--- src/rtl/comperator_row_scheduler_if.sv ---
// Control/status bundle between the register front end (master) and the
// comparator row scheduler (slave), including the per-engine go/done lines.
interface comperator_row_scheduler_if #(
  parameter int NUM_ENGINES = 2,
  parameter int ROW_W       = 10
);
  logic                         start;
  logic                         abort;
  logic [ROW_W-1:0]             num_rows;
  logic [NUM_ENGINES-1:0]       go;
  logic [NUM_ENGINES*ROW_W-1:0] row_idx;
  logic [NUM_ENGINES-1:0]       done;
  logic                         busy;
  logic                         frame_done;
  logic [ROW_W:0]               rows_completed;

  modport master (
    output start, abort, num_rows, done,
    input  go, row_idx, busy, frame_done, rows_completed
  );

  modport slave (
    input  start, abort, num_rows, done,
    output go, row_idx, busy, frame_done, rows_completed
  );
endinterface

--- src/rtl/comperator_row_scheduler.sv ---
// Hands frame rows, one per go pulse, to NUM_ENGINES comparator engines.
// Define ROW_SCHED_ROUND_ROBIN_EN for round-robin engine selection; default is lowest-index priority.
module comperator_row_scheduler #(
  parameter int NUM_ENGINES = 2,
  parameter int ROW_W       = 10
) (
  input logic                       aclk,
  input logic                       aresetn,
  comperator_row_scheduler_if.slave sched
);

  typedef enum logic [1:0] {S_IDLE, S_DISPATCH, S_DRAIN, S_FINISH} state_e;

  state_e                       state_q, state_d;
  logic [ROW_W-1:0]             num_rows_q, num_rows_d;
  logic [ROW_W-1:0]             next_row_q, next_row_d;
  logic [NUM_ENGINES-1:0]       eng_busy_q, eng_busy_d;
  logic [NUM_ENGINES-1:0]       go_q, go_d;
  logic [NUM_ENGINES*ROW_W-1:0] row_idx_q, row_idx_d;
  logic                         busy_q, busy_d;
  logic                         frame_done_q, frame_done_d;
  logic [ROW_W:0]               rows_completed_q, rows_completed_d;

  logic [NUM_ENGINES-1:0]       accepted;
  logic [NUM_ENGINES-1:0]       grant;
  logic [ROW_W:0]               accepted_cnt;
  logic                         dispatch;

  // A done only counts for an engine that actually holds a row.
  assign accepted = sched.done & eng_busy_q;

  always_comb begin
    accepted_cnt = '0;
    for (int i = 0; i < NUM_ENGINES; i++) begin
      accepted_cnt = accepted_cnt + (ROW_W+1)'(accepted[i]);
    end
  end

  assign dispatch = (state_q == S_DISPATCH) && (next_row_q < num_rows_q) &&
                    (|grant) && !sched.abort;

`ifdef ROW_SCHED_ROUND_ROBIN_EN
  localparam int IDX_W = (NUM_ENGINES > 1) ? $clog2(NUM_ENGINES) : 1;

  logic [IDX_W-1:0] rr_last_q, rr_last_d;

  // Descending distance so the free engine closest after rr_last_q is written last.
  always_comb begin
    grant = '0;
    for (int k = NUM_ENGINES - 1; k >= 0; k--) begin
      for (int i = 0; i < NUM_ENGINES; i++) begin
        if (i == (int'(rr_last_q) + 1 + k) % NUM_ENGINES && !eng_busy_q[i]) begin
          grant    = '0;
          grant[i] = 1'b1;
        end
      end
    end
  end

  always_comb begin
    rr_last_d = rr_last_q;
    for (int i = 0; i < NUM_ENGINES; i++) begin
      if (dispatch && grant[i]) rr_last_d = IDX_W'(i);
    end
  end

  always_ff @(posedge aclk) begin
    if (!aresetn) rr_last_q <= IDX_W'(NUM_ENGINES - 1);
    else          rr_last_q <= rr_last_d;
  end
`else
  always_comb begin
    grant = '0;
    for (int i = NUM_ENGINES - 1; i >= 0; i--) begin
      if (!eng_busy_q[i]) begin
        grant    = '0;
        grant[i] = 1'b1;
      end
    end
  end
`endif

  // NOTE: every signal gets its hold value first so no path through this block infers a latch.
  always_comb begin
    state_d          = state_q;
    num_rows_d       = num_rows_q;
    next_row_d       = next_row_q;
    eng_busy_d       = eng_busy_q & ~accepted;
    go_d             = '0;
    row_idx_d        = row_idx_q;
    rows_completed_d = rows_completed_q + accepted_cnt;

    if (dispatch) begin
      go_d       = grant;
      eng_busy_d = eng_busy_d | grant;
      next_row_d = next_row_q + ROW_W'(1);
      for (int i = 0; i < NUM_ENGINES; i++) begin
        if (grant[i]) row_idx_d[i*ROW_W +: ROW_W] = next_row_q;
      end
    end

    unique case (state_q)
      S_IDLE: begin
        if (sched.start) begin
          num_rows_d       = sched.num_rows;
          next_row_d       = '0;
          rows_completed_d = '0;
          state_d          = (sched.num_rows == '0) ? S_FINISH : S_DISPATCH;
        end
      end
      S_DISPATCH: if (dispatch && next_row_d == num_rows_q) state_d = S_DRAIN;
      S_DRAIN:    if (eng_busy_q == '0) state_d = S_FINISH;
      S_FINISH:   state_d = S_IDLE;
      default:    state_d = S_IDLE;
    endcase

    // Abort drops outstanding work but leaves row_idx/rows_completed visible.
    if (sched.abort) begin
      state_d          = S_IDLE;
      eng_busy_d       = '0;
      rows_completed_d = rows_completed_q;
    end

    busy_d       = (state_d == S_DISPATCH) || (state_d == S_DRAIN);
    frame_done_d = (state_d == S_FINISH);
  end

  // NOTE: non-blocking assignments here so every register samples pre-edge values.
  always_ff @(posedge aclk) begin
    if (!aresetn) begin
      state_q          <= S_IDLE;
      num_rows_q       <= '0;
      next_row_q       <= '0;
      eng_busy_q       <= '0;
      go_q             <= '0;
      row_idx_q        <= '0;
      busy_q           <= 1'b0;
      frame_done_q     <= 1'b0;
      rows_completed_q <= '0;
    end else begin
      state_q          <= state_d;
      num_rows_q       <= num_rows_d;
      next_row_q       <= next_row_d;
      eng_busy_q       <= eng_busy_d;
      go_q             <= go_d;
      row_idx_q        <= row_idx_d;
      busy_q           <= busy_d;
      frame_done_q     <= frame_done_d;
      rows_completed_q <= rows_completed_d;
    end
  end

  assign sched.go             = go_q;
  assign sched.row_idx        = row_idx_q;
  assign sched.busy           = busy_q;
  assign sched.frame_done     = frame_done_q;
  assign sched.rows_completed = rows_completed_q;

endmodule
--- src/flat_wrapper.sv ---
// flat-port wrapper written by rule: the top's interface ports become plain ports
module comperator_row_scheduler_flat 
#(
  parameter int NUM_ENGINES = 2,
  parameter int ROW_W       = 10
)
  (aclk, aresetn, sched_start, sched_abort, sched_num_rows, sched_done, sched_go, sched_row_idx, sched_busy, sched_frame_done, sched_rows_completed);
  comperator_row_scheduler_if #(.NUM_ENGINES(NUM_ENGINES), .ROW_W(ROW_W)) sched_i ();
  input logic aclk;
  input logic aresetn;
  input wire logic [$bits(sched_i.start)-1:0] sched_start;
  input wire logic [$bits(sched_i.abort)-1:0] sched_abort;
  input wire logic [$bits(sched_i.num_rows)-1:0] sched_num_rows;
  input wire logic [$bits(sched_i.done)-1:0] sched_done;
  output wire logic [$bits(sched_i.go)-1:0] sched_go;
  output wire logic [$bits(sched_i.row_idx)-1:0] sched_row_idx;
  output wire logic [$bits(sched_i.busy)-1:0] sched_busy;
  output wire logic [$bits(sched_i.frame_done)-1:0] sched_frame_done;
  output wire logic [$bits(sched_i.rows_completed)-1:0] sched_rows_completed;
  assign sched_i.start = sched_start;
  assign sched_i.abort = sched_abort;
  assign sched_i.num_rows = sched_num_rows;
  assign sched_i.done = sched_done;
  assign sched_go = sched_i.go;
  assign sched_row_idx = sched_i.row_idx;
  assign sched_busy = sched_i.busy;
  assign sched_frame_done = sched_i.frame_done;
  assign sched_rows_completed = sched_i.rows_completed;
  comperator_row_scheduler #(.NUM_ENGINES(NUM_ENGINES), .ROW_W(ROW_W)) u_core (.aclk(aclk), .aresetn(aresetn), .sched(sched_i));
endmodule
--- config.mk ---
export PLATFORM = sky130hd
export DESIGN_NAME = comperator_row_scheduler_flat
export DESIGN_NICKNAME = d
export VERILOG_FILES = /design/src/rtl/comperator_row_scheduler_if.sv /design/src/rtl/comperator_row_scheduler.sv /design/src/flat_wrapper.sv
export SDC_FILE = /design/constraint.sdc
export NUM_CORES = 1
export LEC_CHECK = 0
export CAP_MARGIN = 20
export CORE_ASPECT_RATIO = 0.75
export CORE_MARGIN = 8
export CORE_UTILIZATION = 55
export CTS_CLUSTER_DIAMETER = 100
export DETAILED_ROUTE_END_ITERATION = 16
export GPL_TIMING_DRIVEN = 0
export PLACE_DENSITY = 0.82
export SYNTH_ARGS = -nofsm -noshare
export SYNTH_HDL_FRONTEND = slang
export SYNTH_SLANG_ARGS = --single-unit
export TNS_END_PERCENT = 30
--- constraint.sdc ---
create_clock -name aclk -period 4.3 [get_ports aclk]
set_input_delay 0.645 -clock aclk [delete_from_list [all_inputs] [get_ports aclk]]
set_output_delay 0.645 -clock aclk [all_outputs]
set_load 0.05 [all_outputs]
==> impl_metrics.toml <==
[logic_synthesis]
ys_seq_elements = 59
syn_nets = 380
yosysTopAreaCell = "dfxtp_1"
synth_edf_count = 0
async_flop_share = 0
synth-warning-count = 0
synth_ff_type = "dfxtp_1"
synth_common_cells = "dfxtp_1 (59), nand2_1 (49), nor2_1 (37)"
synth_top_cell_area_share = 0.397
ys_seq_area_frac = 0.397
synth.distinct_cells = 50
syn_inst = 349
synthesis.area_sq_um = 2980
yosysMostFrequentCell = "dfxtp_1"
postSynthAreaPerCell_sq_um = 8.53
netlist_top_cells_area = "dfxtp_1 (40%), nand2_1 (6.2%), ha_1 (5.9%)"

[floorplanning]
die-area_sq_um = 8050
die_w_microns = 101
row_count = 23
start_util = 0.562
core_region_area_sq_um = 5300
ioPinCount = 51
die_y_microns = 79.7

[clock_network]
cts_root_buffer = "clkbuf_8"
cts_setup_buffers = 0
cts_buffers = 9
cts_resized = 0
clock_path_buffers = 2
hold_buffers = 0
insertion_delay_ns = 0.35
cts_tree = "done"
clk_pin_slew_ns = 0.07
cts_max_level = 3
cts_sinks = 59

[power_and_ir_drop]
finalPower_mw = 1.24
p_leak_nw = 1.39
ir_drop_mv = 0.239
p_per_area_nw_per_um2 = 327

[cells_and_area]
nets = 441
fin_area_sq_um = 3800
utilization = 0.717
seq_area_sq_um = 1180
fillers = 460
multi_input_area_sq_um = 1630
drive_gt1_frac = 0.0940
fin_cells = 490
synthToLayoutAreaGrowth_pct = 27.5
antenna_cells = 0

[timing]
hold_viol = 0
slew_viol_final = 0
setup_ws_ns = 1.29
fmax_mhz = 333
min_period_ns = 3.01
worst_pin_slew_ns = 0.733
finalCritPeriodShare = 0.699
maxSlewHeadroom = 0.508
fin_worst_skew_ns = 0.0109
rsz0062_at_grt = "false"
setup_violations = 0
holdWs_ns = 0.456
final.setup.tns_ns = 0

[run]
maxCapViolCount = 0

[routing]
post_drt_wl_per_cell_microns = 14.9
dr.pass1.iters = 5
wirelength_mm = 7.30
viasPerCell = 5.44
vias = 2667
drc_errors = 0
ant_nets = 0
drt-initial-drc-count = 191

[worst_setup_path]
worst_setup_path_start_kind = "primary input"
end_kind = "register"
path_max_fanout = 10
crit_arrival_ns = 3.25
path_class = "primary input to register"
critPathRequiredTime_ns = 4.54

[placement]
dp_hpwl_mm = 5.50
dp_cells = 474
io_buffer_count = 50
place_congestion = 0.868
postPlaceCellArea_sq_um = 3570
pre_cts_slack_ns = 0.934

[status]
status = "complete, no violations"

[grt]
grt_usage = 0.191
grt_max_degree = 12
grt_overflow = 0
grt_pass1_wl_mm = 12.1
antenna_found_initial = 0
grt_pass1_vias = 2523

[hold_path]
hold_class = "register to register"
==> power by group <==
| group | internal [mW] | switching [mW] | total [mW] |
|---|---|---|---|
| clock network | 0.343 | 0.233 | 0.576 |
| logic | 0.0422 | 0.0593 | 0.102 |
| registers | 0.555 | 0.00851 | 0.563 |
| total | 0.940 | 0.301 | 1.24 |
==> metal layers <==
layer  global-route usage  vias up  wire length, microns
met5                    0        -                     0
met4               0.0622        0                   104
li1                     -     1312                     -
met2                0.299       92                  3280
met1                0.237     1254                  3370
met3               0.0706        9                   538
==> cells in the final DEF, fill, tap and decap left out, types with 11 or more instances in the layout <==
master | Yosys | final
a21oi_1 | 34 | 34
dfxtp_1 | 59 | 59
mux2i_1 | 11 | 11
nand2_1 | 49 | 49
nand3_1 | 17 | 17
xnor2_1 | 15 | 15
inv_1 | 12 | 12
clkdlybuf4s50_1 | 0 | 50
nor2_1 | 37 | 37
ha_1 | 14 | 14
==> critical path: stages <==
cell and delay, ns:
clkdlybuf4s50_1 0.44, buf_4 0.20, nand4b_1 0.24, xnor2_1 0.18, nor3b_1 0.19, nand4_1 0.13
a2111oi_2 0.28, o211ai_2 0.19, a31oi_1 0.25, nor2_1 0.07, ha_1 0.29, and2_1 0.15
==> state kept, by name (all words and copies together) (netlist names) <==
signal / count
u_core.sched.row_idx: 20
u_core.sched.rows_completed: 11
u_core.next_row_q: 10
u_core.num_rows_q: 10
u_core.eng_busy_q: 2
u_core.sched.go: 2
u_core.state_q: 2
u_core.sched.busy: 1
u_core.sched.frame_done: 1
==> final timing paths <==
kind,startpoint,endpoint,slack (ns),cells after the start
setup / recovery,sched_abort,u_core.sched.busy,1.29,12
hold / removal,u_core.sched.row_idx[11],u_core.sched.row_idx[11],0.46,2
setup reg to reg,u_core.num_rows_q[7],u_core.sched.busy,1.30,12
hold reg to reg,u_core.sched.row_idx[11],u_core.sched.row_idx[11],0.46,2
==> kinds of logic after synthesis <==
| family | count (synthesis) | synth area share |
|---|---|---|
| compound gates | 55 | 0.120 |
| xor+xnor | 25 | 0.0736 |
| fa+ha+maj | 15 | 0.0656 |
| buf+inv | 34 | 0.0555 |
| flops | 59 | 0.397 |
| mux | 11 | 0.0370 |
| simple gates | 150 | 0.252 |
==> final cells by class <==
type,count,share of cell area
inverter,13,0.0129
multi-input combinational,256,0.429
clock buffer,10,0.0363
clock inverter,6,0.0231
timing repair buffer,50,0.132
tap,75,0.0247
buffer,21,0.0307
sequential,59,0.311
Note: power is estimated with default switching activity, not from simulation.
